--- config.mk ---
export PLATFORM = sky130hd
export DESIGN_NAME = pipe_stage_reg_flat
export DESIGN_NICKNAME = d
export VERILOG_FILES = /design/src/rtl/pipe_stage_reg_pkg.sv /design/src/rtl/pipe_stage_reg_if.sv /design/src/rtl/pipe_stage_reg_sat_counter.sv /design/src/rtl/pipe_stage_reg.sv /design/src/flat_wrapper.sv
export SDC_FILE = /design/constraint.sdc
export NUM_CORES = 1
export LEC_CHECK = 0
export CAP_MARGIN = 20
export CORE_ASPECT_RATIO = 1.75
export CORE_MARGIN = 5
export CORE_UTILIZATION = 47
export DETAILED_ROUTE_END_ITERATION = 6
export PLACE_DENSITY = 0.77
export SLEW_MARGIN = 30
export SYNTH_ARGS = -nofsm -noshare
export SYNTH_HDL_FRONTEND = slang
export SYNTH_SLANG_ARGS = --single-unit
--- constraint.sdc ---
create_clock -name clk -period 6.82 [get_ports clk]
set_clock_uncertainty 0.15 [all_clocks]
set_input_delay 1.023 -clock clk [delete_from_list [all_inputs] [get_ports clk]]
set_output_delay 1.023 -clock clk [all_outputs]
set_load 0.005 [all_outputs]
--- src/rtl/pipe_stage_reg_pkg.sv ---
// Shared pipeline-register definitions: occupancy state encodings and a
// saturating-increment helper used by performance counters.
package pipe_pkg;

  typedef enum logic [1:0] {
    PS_EMPTY = 2'd0,
    PS_FULL  = 2'd1,
    PS_SKID  = 2'd2
  } ps_state_t;

  // Returns v+1, clamped at the all-ones value of a w-bit counter.
  function automatic logic [63:0] sat_inc(input logic [63:0] v, input int unsigned w);
    logic [63:0] max_v;
    max_v = (w >= 64) ? '1 : ((64'd1 << w) - 64'd1);
    return (v >= max_v) ? max_v : v + 64'd1;
  endfunction

endpackage

--- src/rtl/pipe_stage_reg_if.sv ---
// Upstream/downstream handshake, flush/bubble control and perf counters
// for one pipeline-stage boundary.
interface pipe_stage_reg_if #(
  parameter int DATA_W = 64,
  parameter int PC_W   = 32,
  parameter int CNT_W  = 16
);
  logic              in_valid;
  logic              in_ready;
  logic [DATA_W-1:0] in_data;
  logic [PC_W-1:0]   in_pc;
  logic              out_valid;
  logic              out_ready;
  logic [DATA_W-1:0] out_data;
  logic [PC_W-1:0]   out_pc;
  logic              flush;
  logic              bubble;
  logic [CNT_W-1:0]  stall_cnt;
  logic [CNT_W-1:0]  bubble_cnt;

  modport slave (
    input  in_valid, in_data, in_pc, out_ready, flush, bubble,
    output in_ready, out_valid, out_data, out_pc, stall_cnt, bubble_cnt
  );

  modport master (
    output in_valid, in_data, in_pc, out_ready, flush, bubble,
    input  in_ready, out_valid, out_data, out_pc, stall_cnt, bubble_cnt
  );
endinterface

--- src/rtl/pipe_stage_reg_sat_counter.sv ---
// Saturating event counter; counts enabled cycles and sticks at all-ones.
module sat_counter
  import pipe_pkg::*;
#(
  parameter int CNT_W = 16
) (
  input  logic             clk,
  input  logic             rst,
  input  logic             i_en,
  output logic [CNT_W-1:0] o_cnt
);
  logic [CNT_W-1:0] r_cnt;

  always_ff @(posedge clk or posedge rst) begin
    if (rst) begin
      r_cnt <= '0;
    end else if (i_en) begin
      r_cnt <= CNT_W'(sat_inc(64'(r_cnt), CNT_W));
    end
  end

  assign o_cnt = r_cnt;
endmodule

--- src/rtl/pipe_stage_reg.sv ---
// Elastic valid/ready pipeline register carrying payload + PC, with optional
// skid entry, flush, hazard bubble and stall/bubble counters.
module pipe_stage_reg
  import pipe_pkg::*;
#(
  parameter int DATA_W        = 64,
  parameter int PC_W          = 32,
  parameter bit SKID_EN       = 1'b1,
  parameter bit CLEAR_ON_KILL = 1'b1,
  parameter int CNT_W         = 16
) (
  input logic           clk,
  input logic           rst,
  pipe_stage_reg_if.slave bus
);
  ps_state_t         r_state, w_state_next;
  logic [DATA_W-1:0] r_head_data, w_head_data_next;
  logic [PC_W-1:0]   r_head_pc, w_head_pc_next;
  logic [DATA_W-1:0] r_skid_data, w_skid_data_next;
  logic [PC_W-1:0]   r_skid_pc, w_skid_pc_next;
  logic              w_out_valid, w_in_ready, w_in_xfer, w_out_xfer;
  logic [1:0]        w_cnt_en;
  logic [CNT_W-1:0]  w_cnt [2];

  assign w_out_valid = (r_state != PS_EMPTY);

  // Skid mode takes ready from state only, cutting the out_ready -> in_ready path.
  generate
    if (SKID_EN) begin : g_rdy_skid
      assign w_in_ready = (r_state != PS_SKID) && !bus.bubble;
    end else begin : g_rdy_comb
      assign w_in_ready = (!w_out_valid || bus.out_ready) && !bus.bubble;
    end
  endgenerate

  assign w_in_xfer  = bus.in_valid && w_in_ready;
  assign w_out_xfer = w_out_valid && bus.out_ready;

  always_comb begin
    w_state_next     = r_state;
    w_head_data_next = r_head_data;
    w_head_pc_next   = r_head_pc;
    w_skid_data_next = r_skid_data;
    w_skid_pc_next   = r_skid_pc;
    if (bus.flush) begin
      w_state_next = PS_EMPTY;
      if (CLEAR_ON_KILL) begin
        w_head_data_next = '0;
        w_head_pc_next   = '0;
        w_skid_data_next = '0;
        w_skid_pc_next   = '0;
      end
    end else begin
      case (r_state)
        PS_EMPTY: begin
          if (w_in_xfer) begin
            w_state_next     = PS_FULL;
            w_head_data_next = bus.in_data;
            w_head_pc_next   = bus.in_pc;
          end
        end
        PS_FULL: begin
          if (w_in_xfer && w_out_xfer) begin
            w_head_data_next = bus.in_data;
            w_head_pc_next   = bus.in_pc;
          end else if (w_out_xfer) begin
            w_state_next = PS_EMPTY;
            if (CLEAR_ON_KILL) begin
              w_head_data_next = '0;
              w_head_pc_next   = '0;
            end
          end else if (w_in_xfer) begin
            w_state_next     = PS_SKID;
            w_skid_data_next = bus.in_data;
            w_skid_pc_next   = bus.in_pc;
          end
        end
        PS_SKID: begin
          if (w_out_xfer) begin
            w_state_next     = PS_FULL;
            w_head_data_next = r_skid_data;
            w_head_pc_next   = r_skid_pc;
            if (CLEAR_ON_KILL) begin
              w_skid_data_next = '0;
              w_skid_pc_next   = '0;
            end
          end
        end
        default: w_state_next = PS_EMPTY;
      endcase
    end
  end

  always_ff @(posedge clk or posedge rst) begin
    if (rst) begin
      r_state     <= PS_EMPTY;
      r_head_data <= '0;
      r_head_pc   <= '0;
      r_skid_data <= '0;
      r_skid_pc   <= '0;
    end else begin
      r_state     <= w_state_next;
      r_head_data <= w_head_data_next;
      r_head_pc   <= w_head_pc_next;
      r_skid_data <= w_skid_data_next;
      r_skid_pc   <= w_skid_pc_next;
    end
  end

  assign w_cnt_en[0] = w_out_valid && !bus.out_ready;
  assign w_cnt_en[1] = bus.bubble && bus.in_valid && !bus.flush;

  generate
    for (genvar gi = 0; gi < 2; gi++) begin : g_cnt
      sat_counter #(.CNT_W(CNT_W)) u_cnt (
        .clk   (clk),
        .rst   (rst),
        .i_en  (w_cnt_en[gi]),
        .o_cnt (w_cnt[gi])
      );
    end
  endgenerate

  assign bus.in_ready   = w_in_ready;
  assign bus.out_valid  = w_out_valid;
  assign bus.out_data   = r_head_data;
  assign bus.out_pc     = r_head_pc;
  assign bus.stall_cnt  = w_cnt[0];
  assign bus.bubble_cnt = w_cnt[1];
endmodule

--- src/flat_wrapper.sv ---
// flat-port wrapper written by rule: the top's interface ports become plain ports
module pipe_stage_reg_flat import pipe_pkg::*;
#(
  parameter int DATA_W        = 64,
  parameter int PC_W          = 32,
  parameter bit SKID_EN       = 1'b1,
  parameter bit CLEAR_ON_KILL = 1'b1,
  parameter int CNT_W         = 16
)
  (clk, rst, bus_in_valid, bus_in_data, bus_in_pc, bus_out_ready, bus_flush, bus_bubble, bus_in_ready, bus_out_valid, bus_out_data, bus_out_pc, bus_stall_cnt, bus_bubble_cnt);
  pipe_stage_reg_if #(.DATA_W(DATA_W), .PC_W(PC_W), .CNT_W(CNT_W)) bus_i ();
  input logic clk;
  input logic rst;
  input wire logic [$bits(bus_i.in_valid)-1:0] bus_in_valid;
  input wire logic [$bits(bus_i.in_data)-1:0] bus_in_data;
  input wire logic [$bits(bus_i.in_pc)-1:0] bus_in_pc;
  input wire logic [$bits(bus_i.out_ready)-1:0] bus_out_ready;
  input wire logic [$bits(bus_i.flush)-1:0] bus_flush;
  input wire logic [$bits(bus_i.bubble)-1:0] bus_bubble;
  output wire logic [$bits(bus_i.in_ready)-1:0] bus_in_ready;
  output wire logic [$bits(bus_i.out_valid)-1:0] bus_out_valid;
  output wire logic [$bits(bus_i.out_data)-1:0] bus_out_data;
  output wire logic [$bits(bus_i.out_pc)-1:0] bus_out_pc;
  output wire logic [$bits(bus_i.stall_cnt)-1:0] bus_stall_cnt;
  output wire logic [$bits(bus_i.bubble_cnt)-1:0] bus_bubble_cnt;
  assign bus_i.in_valid = bus_in_valid;
  assign bus_i.in_data = bus_in_data;
  assign bus_i.in_pc = bus_in_pc;
  assign bus_i.out_ready = bus_out_ready;
  assign bus_i.flush = bus_flush;
  assign bus_i.bubble = bus_bubble;
  assign bus_in_ready = bus_i.in_ready;
  assign bus_out_valid = bus_i.out_valid;
  assign bus_out_data = bus_i.out_data;
  assign bus_out_pc = bus_i.out_pc;
  assign bus_stall_cnt = bus_i.stall_cnt;
  assign bus_bubble_cnt = bus_i.bubble_cnt;
  pipe_stage_reg #(.DATA_W(DATA_W), .PC_W(PC_W), .SKID_EN(SKID_EN), .CLEAR_ON_KILL(CLEAR_ON_KILL), .CNT_W(CNT_W)) u_core (.clk(clk), .rst(rst), .bus(bus_i));
endmodule
; ---- Yosys cells after proc, flatten, opt, wreduce, memory -nomap -nowiden
; Index checks and enable logic that the tools add are counted.
[word_totals]
regBits = 226
wordCells = 67
[classes]
addsub = 2
reduce_logical = 17
mux = 29
magnitude_cmp = 2
eq_ne = 10
[op_table]
columns = cell, n
row1 = 2-to-1 mux 64 bit, 8
row2 = 2-to-1 mux 32 bit, 8
row3 = case mux 64 bit (3 select lines), 1
row4 = case mux 64 bit (2 select lines), 1
row5 = case mux 32 bit (3 select lines), 1
row6 = case mux 32 bit (2 select lines), 1
row7 = "adder 16 x 1 -> 16 bit, second input constant", 2
row8 = "greater-or-equal comparator 16 bit, second input constant", 2
row9 = 2-to-1 mux 16 bit, 2
row10 = 2-to-1 mux 2 bit, 6
row11 = "!= test 3 x 2 -> 1 bit, second input constant", 3
row12 = "!= test 4 x 2 -> 1 bit, second input constant", 2
row13 = AND reduction 4 bit, 2
row14 = logical AND 1 bit, 7
row15 = "!= test 3 bit, second input constant", 2
row16 = case mux 2 bit (3 select lines), 1
row17 = AND reduction 5 bit, 1
row18 = nonzero test 4 bit, 1
row19 = zero test 1 bit, 3
row20 = nonzero test 3 bit, 1
row21 = "equality test 2 x 1 -> 1 bit, second input constant", 1
row22 = "equality test 2 bit, second input constant", 1
row23 = zero test 2 bit, 1
row24 = "!= test 2 bit, second input constant", 1
row25 = nonzero test 2 bit, 1

; ---- Longest topological paths before layout
; Gate-level depths: netlist (run 1).
[depth]
word_depth = 8
ltp_mapped = 9
mapped_depth_nobuf = 6

; ---- By module
; From an unflattened synthesis (run 1), not the netlist that was laid out.
[unflattened]
hier_cells = 1061
hier_area_um2 = 10639.0
[by_module_without_submodules]
columns = mod, cells_per_inst, area_per_inst_um2, n_inst
row1 = pipe_stage_reg, 887, 8799.7, 1
row2 = sat_counter, 87, 919.6, 2

; ---- Worst setup path after synthesis (run 1)
; No wires, ideal clock.
[synth_timing]
path_type = input -> register
startpoint = input bus_flush
endpoint = register u_core.g_cnt[1].u_cnt.r_cnt[13]
path_slack_ns = 4.212
n_path_buf = 2
path_stages = 6
arrival_time_ns = 2.388
path_cell_list = buf_2 > nand3b_2 > or3_1 > buf_2 > or4_1 > nand3_1
[synth_between]
elab_chain_cells = 2
[synth_lines]
columns = item, line_no
row1 = start: declaration, flat_wrapper.sv:18  ; input wire logic [$bits(bus_i.flush)-1:0] bus_flush;
row2 = zero test 1 bit, pipe_stage_reg.sv:111  ; assign w_cnt_en[1] = bus.bubble && bus.in_valid && !bus.flush;
row3 = logical AND 1 bit, pipe_stage_reg.sv:111
row4 = end signal: assignment, pipe_stage_reg_sat_counter.sv:18  ; r_cnt <= CNT_W'(sat_inc(64'(r_cnt), CNT_W));
row5 = end: declaration, pipe_stage_reg_sat_counter.sv:12  ; logic [CNT_W-1:0] r_cnt;
; Every way passes these cells.
; A chain may end at the register's enable or synchronous reset.

; ---- Final worst setup path (run 1)
[layout_timing]
startpoint = register u_core.r_state[0]
endpoint = register u_core.r_head_data[43] (netlist: u_core.bus.out_data[43])
[layout_between]
elab_chain_cells = 7
[layout_lines]
columns = item, line_no
row1 = start: declaration, pipe_stage_reg.sv:16  ; ps_state_t r_state, w_state_next;
row2 = start signal: assignment, pipe_stage_reg.sv:102  ; r_state <= w_state_next;
row3 = != test 2 bit, pipe_stage_reg.sv:30  ; assign w_in_ready = (r_state != PS_SKID) && !bus.bubble;
row4 = logical AND 1 bit, pipe_stage_reg.sv:30
row5 = logical AND 1 bit, pipe_stage_reg.sv:36  ; assign w_in_xfer = bus.in_valid && w_in_ready;
row6 = logical AND 1 bit, pipe_stage_reg.sv:63  ; if (w_in_xfer && w_out_xfer) begin
row7 = 2-to-1 mux 64 bit, pipe_stage_reg.sv:63
row8 = case mux 64 bit (3 select lines), pipe_stage_reg.sv:54  ; case (r_state)
row9 = 2-to-1 mux 64 bit, pipe_stage_reg.sv:45  ; if (bus.flush) begin
row10 = end signal: assignment, pipe_stage_reg.sv:103  ; r_head_data <= w_head_data_next;
row11 = end: declaration, pipe_stage_reg.sv:17  ; logic [DATA_W-1:0] r_head_data, w_head_data_next;
; Parallel ways exist; a longest one is shown, timed or not.

==> impl_metrics.py, run 1 <==
metrics = {
    "worst_setup_path": {
        "cp-start-kind": "flop",
        "crit_top_cell": "nor2_1",
        "path_cells": "inv_1, ha_4, buf_4, nor2_1, o22ai_4, buf_12, nor2_1, a311oi_1",
        "endpoint_kind": "flop",
        "crit_slowest_cell": "buf_4",
        "r2r-start": "u_core.r_state[0]",
        "slowest_delay_ps": 870,
        "critPathKind": "flop to flop",
        "cp.arrival_ps": 4120,
        "crit_start": "u_core.r_state[0]",
        "crit_fanout": 192,
        "crit_required_ps": 7050,
    },
    "power_and_ir_drop": {
        "p_leak_nw": 5.616,
        "powerDensity_nw_per_um2": 246.7,
        "p_total_mw": 3.640,
        "irDropWorstVdd_v": 0.0001832,
    },
    "global_routing": {
        "grt_pass1_wl_um": 54960,
        "antenna_found_initial": 3,
        "grt_max_degree": 193,
        "grt_pass1_vias": 10510,
        "gr-usage-all-layers_pct": 23.64,
        "gr-total-overflow": 0,
    },
    "synthesis": {
        "yosys_warnings": 0,
        "synth-simple-area-share_pct": 26.06,
        "synth-compound-area-share_pct": 18.32,
        "synth_area_um2": 11650,
        "async_flop_share_pct": 100.0,
        "synth_top_family_by_area": "simple AND/OR/NAND/NOR gates",
        "syn-mean-instance-area_um2": 9.142,
        "synth-seq-area-share_pct": 48.56,
        "synthMuxAreaShare_pct": 0.2900,
        "ys_ff_latch": 226,
        "yosys_most_used_dff": "dfrtp_1",
        "synthCells": 1274,
        "synth_edf_count": 0,
        "synth-xor-area-share_pct": 1.128,
        "synth_cell_types": 45,
        "synth_fa_ha_area_share_pct": 0.5371,
        "synth_fp_nets": 1381,
    },
    "timing": {
        "grt_setup_unrepaired": "no",
        "max_slew.worst_pin.slew_ps": 973.4,
        "timing.final.crit_share_pct": 57.00,
        "slew_violations": 0,
        "finalCriticalPeriod_ps": 3887,
        "setup_ws_ps": 2933,
        "whs_ps": 383.5,
        "clock.fmax_mhz": 257.3,
        "timing.setup.tns_ps": 0,
        "finalSetupViolCount": 0,
        "finalHoldViolCount": 0,
        "slew_headroom_pct": 35.10,
    },
    "clock_tree": {
        "htree_levels": 1,
        "clk_path_buf_depth": 3,
        "post_cts_buffers": 0,
        "insertion_delay_ps": 500,
        "clk_pin_slew_ps": 60,
        "cts-hold-fix-buffers": 0,
        "cts_tree": "done",
        "cts-root-buf": "clkbuf_16",
        "clock_sink_count": 226,
        "cts-resized-gates": 0,
        "numCtsBuffers": 23,
    },
    "final_layout": {
        "final_common_cell": "clkdlybuf4s50_1",
        "instances_no_fill": 1741,
        "final_util_pct": 60.14,
        "mostFrequentLayoutCells": "clkdlybuf4s50_1 (230), dfrtp_1 (226), nand3_1 (113)",
        "areaGrowthSynthToFinish_pct": 26.67,
        "final_cell_area_um2": 14750,
        "final_layout_size_suffix_gt1_share_pct": 4.488,
        "nFillCells": 2111,
        "layout.nets": 1518,
    },
    "detailed_routing": {
        "routed_via_density": 6.076,
        "wl_um": 33890,
        "drcViolationCount": 0,
        "drtIter0Drc": 878,
        "ant_nets": 0,
        "vias": 10579,
        "drtPass1Iterations": 5,
        "routedWlPerCell_um": 19.47,
    },
    "floorplan": {
        "dieHeight_um": 218.3,
        "core-area_um2": 24530,
        "die_area_um2": 28150,
        "start_util_pct": 47.48,
        "num_rows": 76,
        "die_x_um": 129,
        "io_pins": 232,
    },
    "placement": {
        "placed_area_um2": 13960,
        "gp_congestion": 0.8141,
        "place_ws_ps": 2789,
        "io_buffer_count": 231,
        "hpwl_um": 20620,
        "dp.cells": 1698,
    },
    "worst_hold_path": {
        "hp-start": "u_core.r_skid_data[10]",
        "min_path_type": "flop to flop",
    },
    "status": {
        "status": "completed",
    },
    "run": {
        "maxCapViolCount": 0,
    },
}
-- synth_stat cells (10+ instances only) --
library cell	number	area, um^2
buf_4	11	82.58
nor2_1	108	405.4
nand4_1	11	68.82
xor2_1	10	87.58
a31oi_1	80	500.5
nand3_1	113	565.5
a211oi_1	21	157.7
a21oi_1	105	525.5
clkbuf_1	86	322.8
nand3b_1	97	728.2
a221oi_1	18	157.7
a311oi_1	79	691.9
nor2b_1	97	606.8
buf_2	25	125.1
o21ai_0	10	50.05
nand2_1	108	405.4
dfrtp_1	226	5655
-- flip-flops by register name, indices dropped and copies added, names as in the netlist --
signal,count
u_core.bus.out_pc,32
u_core.r_state,2
u_core.bus.out_data,64
u_core.r_skid_pc,32
u_core.r_skid_data,64
u_core.g_cnt.u_cnt.o_cnt,32
-- final cells by class --
cell class / instances / area [um^2] / area share (%)
diodes: 3 / 7.507 / 0.05088
clock buffers: 30 / 631.9 / 4.283
clock inverters: 10 / 150.1 / 1.018
inverters: 8 / 33.78 / 0.2290
multi-input cells: 909 / 5449 / 36.93
flip-flops and latches: 226 / 5655 / 38.33
well taps: 312 / 390.4 / 2.646
repair buffers: 243 / 2436 / 16.51
-- per-layer routing --
| metal | up-vias | routed length [um] | GRT usage [%] |
|---|---|---|---|
| met5 | - | 0 | 0 |
| met4 | 0 | 1384 | 10.90 |
| met3 | 70 | 2018 | 4.329 |
| met2 | 345 | 17210 | 40.08 |
| met1 | 5252 | 13270 | 28.94 |
| li1 | 4912 | - | - |
-- critical path, delay by kind of cell (launching register included) --
family                     cells  cell delay, ps
adders and majority gates      1             680
AOI/OAI and AO/OA              2             510
DFF                            1             380
buffers and inverters          3            1670
and+or+nand+nor                2             290
-- path summary, 6_finish.rpt --
| kind | to | slack (ps) | depth (start not counted) |
|---|---|---|---|
| worst max-delay path | u_core.bus.out_data[43] | 2930 | 8 |
| worst min-delay path | u_core.r_skid_data[10] | 380 | 2 |
| worst max register to register | u_core.bus.out_data[43] | 2930 | 8 |
| worst min register to register | u_core.r_skid_data[10] | 380 | 2 |
| max in group asynchronous | u_core.bus.out_pc[8] | 4620 | 3 |
| min in group asynchronous | u_core.bus.out_data[17] | 780 | 2 |
-- report_power, final --
part,internal (mW),total [mW],switching (mW)
logic,0.380,0.767,0.387
registers,1.45,1.55,0.103
clock network,0.802,1.32,0.519
-- cells by family (layout without fill, tap and decap cells) --
group	count (synthesis)	after routing
AO/OA/AOI/OAI	319	319
XOR/XNOR	15	15
adder cells (fa/ha/maj)	5	5
buffers and inverters	139	291
flip-flops	226	226
multiplexers	3	3
other	0	3
AND/OR/NAND/NOR	567	567
Power figures use the tool's default switching activity.
==> inputs of run 2 (changes only) <==
CORE_UTILIZATION = 52   (was 47)
PLACE_DENSITY = 0.8   (was 0.77)
clock period = 3.85 ns   (was 6.82 ns; I/O delays follow)
==> run 2 against run 1 <==
  * Register-to-register slack got worse by 2100 ps
  * Largest cell class unchanged
  * Non-clock buffer count rose by 15
  * Highest routed layer unchanged
  * Cell count fell by 0.17%
==> impl_metrics.py, run 2 (synthesized netlist as in run 1, its figures left out) <==
metrics = {
    "status": {
        "status": "completed",
    },
    "detailed_routing": {
        "drcViolationCount": 0,
        "vias": 10699,
        "drtPass1Iterations": 5,
        "drtIter0Drc": 961,
        "routedWlPerCell_um": 19.63,
        "routed_via_density": 6.156,
        "wl_um": 34110,
        "ant_nets": 0,
    },
    "clock_tree": {
        "htree_levels": 1,
        "cts-root-buf": "clkbuf_16",
        "cts-hold-fix-buffers": 0,
        "clk_pin_slew_ps": 60,
        "insertion_delay_ps": 500,
        "numCtsBuffers": 22,
        "clk_path_buf_depth": 3,
        "cts_tree": "done",
        "clock_sink_count": 226,
        "cts-resized-gates": 0,
        "post_cts_buffers": 0,
    },
    "timing": {
        "timing.final.crit_share_pct": 81.56,
        "max_slew.worst_pin.slew_ps": 917.2,
        "finalSetupViolCount": 0,
        "grt_setup_unrepaired": "no",
        "clock.fmax_mhz": 318.4,
        "finalHoldViolCount": 0,
        "finalCriticalPeriod_ps": 3140,
        "timing.setup.tns_ps": 0,
        "whs_ps": 154.9,
        "slew_violations": 0,
        "slew_headroom_pct": 38.86,
    },
    "power_and_ir_drop": {
        "p_total_mw": 6.434,
        "p_leak_nw": 5.700,
        "powerDensity_nw_per_um2": 430.4,
        "irDropWorstVdd_v": 0.0003582,
    },
    "worst_hold_path": {
        "min_path_type": "input port to async pin",
    },
    "run": {
        "maxCapViolCount": 0,
    },
    "final_layout": {
        "mostFrequentLayoutCells": "clkdlybuf4s50_1 (230), dfrtp_1 (226), nand3_1 (113)",
        "final_common_cell": "clkdlybuf4s50_1",
        "final_layout_size_suffix_gt1_share_pct": 5.417,
        "layout.nets": 1532,
        "nFillCells": 1780,
        "areaGrowthSynthToFinish_pct": 28.35,
        "final_cell_area_um2": 14950,
        "final_util_pct": 67.73,
    },
    "worst_setup_path": {
        "endpoint_kind": "primary output",
        "crit_fanout": 86,
        "critPathKind": "flop to primary output",
        "cp-start-kind": "flop",
        "crit_required_ps": 3120,
        "cp.arrival_ps": 2410,
    },
    "floorplan": {
        "die_x_um": 123.1,
        "io_pins": 232,
        "dieHeight_um": 208.0,
        "die_area_um2": 25610,
        "core-area_um2": 22070,
        "start_util_pct": 52.77,
        "num_rows": 72,
    },
    "placement": {
        "io_buffer_count": 231,
        "placed_area_um2": 14180,
        "hpwl_um": 21430,
        "gp_congestion": 0.8172,
    },
    "global_routing": {
        "grt_pass1_vias": 10456,
        "grt_pass1_wl_um": 54640,
        "gr-total-overflow": 0,
        "antenna_found_initial": 2,
        "gr-usage-all-layers_pct": 25.87,
        "grt_max_degree": 115,
    },
}
==> run 2: cell count changes in the layout (fill, tap and decap cells not counted), sizes merged <==
cell / before / now
clkinv: 6 / 2
bufinv: 4 / 3
clkinvlp: 1 / 5
diode: 3 / 2
buf: 13 / 28
==> run 2: critical path: stages, from the launching register on <==
cell	delay (ps)
dfrtp_1	390
inv_1	210
ha_4	730
nor2_1	100
clkdlybuf4s50_1	480
==> run 2: routing by layer <==
layer / up-vias / routed length, um / global-route usage [%]
li1: 4931 / - / -
met1: 5302 / 12780 / 31.98
met2: 390 / 17570 / 43.69
met3: 76 / 2343 / 4.429
met4: 0 / 1414 / 11.66
met5: - / 0 / 0
==> run 2: power by group <==
group          total (mW)  switching [mW]  leakage (nW)  internal [mW]
clock                2.28           0.928         0.361           1.35
combinational        1.40           0.703          2.27          0.700
sequential           2.75           0.180          3.07           2.57
==> run 2: per-stage QoR <==
stage          setup slack [ps]  std cells
6_report                  709.8       1738
5_1_grt                   573.6       1738
4_1_cts                   702.6       1736
3_5_place_dp              751.2       1697
3_3_place_gp              923.6       1695
2_1_floorplan             170.5       1274
==> run 2: cell type report <==
cell class                 count  area [um^2]  share of cell area, %
sequential                   226         5655                  37.83
inverter                       8        33.78                 0.2260
tap                          296        370.4                  2.477
antenna                        2        5.005                0.03348
clock inverter                 9        130.1                 0.8704
clock buffer                  30        631.9                  4.227
timing repair buffer         258         2674                  17.89
multi-input combinational    909         5449                  36.45
==> run 2: path summary, 6_finish.rpt <==
path	startpoint	to	slack, ps	depth (start not counted)
worst min register to register	u_core.g_cnt[1].u_cnt.o_cnt[0]	u_core.g_cnt[1].u_cnt.o_cnt[0]	380	1
worst max-delay path	u_core.r_state[0]	bus_in_ready	710	4
worst min-delay path	rst	u_core.bus.out_data[12]	150	2
max in group asynchronous	rst	u_core.bus.out_data[57]	2580	5
worst max register to register	u_core.r_state[0]	u_core.bus.out_pc[4]	830	5
min in group clk	bus_flush	u_core.r_skid_pc[8]	350	2
==> inputs of run 3 (changes only) <==
clock period = 2.9 ns   (was 3.85 ns; I/O delays follow)
==> run 3 against run 2 <==
  * Critical path type unchanged
  * Routed wire length down 0.64%
  * Total power up 34%
  * First-iteration DRC count up 9.6%
  * Final area up 0.13%
  * Largest cell class unchanged
  * Critical path depth up 1
  * Global-route usage up 0.069 points
  * Critical endpoint unchanged
==> impl_metrics.py, run 3 (synthesized netlist as in run 1, its figures left out) <==
metrics = {
    "final_layout": {
        "multi_input_comb_area_um2": 5449,
        "areaGrowthSynthToFinish_pct": 28.52,
        "nFillCells": 1706,
        "final_util_pct": 67.82,
        "mostFrequentLayoutCells": "clkdlybuf4s50_1 (230), dfrtp_1 (226), nand3_1 (113)",
        "layout.nets": 1534,
        "final_common_cell": "clkdlybuf4s50_1",
        "regArea_um2": 5655,
        "final_cell_area_um2": 14970,
        "final_layout_size_suffix_gt1_share_pct": 5.613,
    },
    "timing": {
        "finalCriticalPeriod_ps": 2738,
        "timing.final.crit_share_pct": 94.41,
        "finalSetupViolCount": 0,
        "slew_headroom_pct": 37.61,
        "max_slew.worst_pin.slew_ps": 935.9,
        "clock.fmax_mhz": 365.2,
        "slew_violations": 0,
        "setup_ws_ps": 162.0,
        "finalHoldViolCount": 0,
        "grt_setup_unrepaired": "no",
    },
    "worst_setup_path": {
        "crit_fanout": 40,
        "endpoint_kind": "primary output",
        "crit_slowest_cell": "clkdlybuf4s50_1",
        "cp.arrival_ps": 2150,
        "cp-start-kind": "flop",
        "path_buf_inv": 3,
        "critPathKind": "flop to primary output",
        "path_cells": "inv_1, ha_4, buf_6, nor2_1, clkdlybuf4s50_1",
        "cp.depth": 5,
        "reg2reg_depth": 7,
        "slowest_delay_ps": 450,
        "crit_required_ps": 2320,
        "crit_family": "buffers and inverters",
    },
    "global_routing": {
        "grt_pass1_vias": 10507,
        "antenna_found_initial": 2,
        "gr-usage-all-layers_pct": 25.94,
        "gr-total-overflow": 0,
        "grt_max_degree": 109,
        "grt_pass1_wl_um": 54790,
    },
    "clock_tree": {
        "numCtsBuffers": 22,
        "clock_sink_count": 226,
        "htree_levels": 1,
        "clk_path_buf_depth": 3,
        "clk_pin_slew_ps": 70,
        "post_cts_buffers": 0,
        "cts-root-buf": "clkbuf_16",
        "insertion_delay_ps": 500,
        "cts_tree": "done",
    },
    "power_and_ir_drop": {
        "pwr-share-seq_pct": 42.4,
        "internal_power_mw": 6.212,
        "p_clk_share_pct": 36.0,
        "p_total_mw": 8.618,
        "p_leak_nw": 5.736,
        "powerDensity_nw_per_um2": 575.7,
        "swShare_pct": 27.92,
        "p_sw_mw": 2.406,
        "combPwrFrac_pct": 21.6,
        "irDropWorstVdd_v": 0.0005254,
    },
    "worst_hold_path": {
        "min_path_type": "input port to async pin",
    },
    "placement": {
        "place_ws_ps": 182.5,
        "gp_congestion": 0.8128,
        "hpwl_um": 21330,
        "io_buffer_count": 231,
        "placed_area_um2": 14180,
    },
    "floorplan": {
        "start_util_pct": 52.77,
        "core-area_um2": 22070,
        "io_pins": 232,
        "die_area_um2": 25610,
        "dieHeight_um": 208.0,
        "num_rows": 72,
        "die_x_um": 123.1,
    },
    "detailed_routing": {
        "routed_via_density": 6.134,
        "drcViolationCount": 0,
        "drtIter0Drc": 1053,
        "wl_um": 33890,
        "ant_nets": 0,
        "vias": 10679,
        "drtPass1Iterations": 6,
        "routedWlPerCell_um": 19.47,
    },
    "run": {
        "maxCapViolCount": 0,
    },
    "status": {
        "status": "completed",
    },
}
-- run 3: area by class of cell --
type / instances / area share, %
flip-flops and latches: 226 / 37.78
multi-input cells: 909 / 36.40
repair buffers: 260 / 17.85
clock buffers: 33 / 4.497
well taps: 296 / 2.474
clock inverters: 7 / 0.7355
inverters: 8 / 0.2257
diodes: 2 / 0.03343
-- run 3: metal layers --
| metal | up-vias | wire length, um | GRT usage, % | part of all wire (%) |
|---|---|---|---|---|
| met5 | - | 0 | 0 | 0 |
| met4 | 0 | 1123 | 8.757 | 3.3 |
| met3 | 77 | 2369 | 5.000 | 7.0 |
| met2 | 408 | 17720 | 44.51 | 52 |
| met1 | 5256 | 12680 | 32.40 | 37 |
| li1 | 4938 | - | - | - |
-- run 3: final timing paths --
| path | start | to | slack (ps) |
|---|---|---|---|
| worst max register to register | u_core.r_state[1] | u_core.bus.out_data[9] | 270 |
| max in group asynchronous | rst | u_core.r_skid_pc[1] | 1660 |
| worst min register to register | u_core.r_skid_pc[1] | u_core.r_skid_pc[1] | 380 |
| worst max-delay path | u_core.r_state[0] | bus_in_ready | 160 |
| min in group clk | bus_flush | u_core.r_skid_data[26] | 140 |
| worst min-delay path | rst | u_core.bus.out_data[12] | 60 |
-- run 3: per-stage QoR --
stage          cells  TNS [ps]  hold slack, ps
2_1_floorplan   1274   -143960           355.7
3_3_place_gp    1699         0           368.3
3_5_place_dp    1699         0           377.3
4_1_cts         1739         0           60.39
5_1_grt         1741         0           68.33
6_report        1741         0           64.77
-- run 3: power by group through the flow --
stage / Clock, mW / Combinational (mW) / Sequential (mW)
after CTS: 3.14 / 1.88 / 3.65
after global placement: 0 / 1.81 / 3.70
after global routing: 3.31 / 2.04 / 3.69
after detailed placement: 0 / 1.86 / 3.71
after floorplan: 0 / 0.957 / 3.65
final: 3.10 / 1.86 / 3.66
-- run 3: repair_timing --
item | CTS | global route
endpoints found under the setup margin | 0 | 1
hold buffers | 0 | 0
resized for setup | 0 | 1
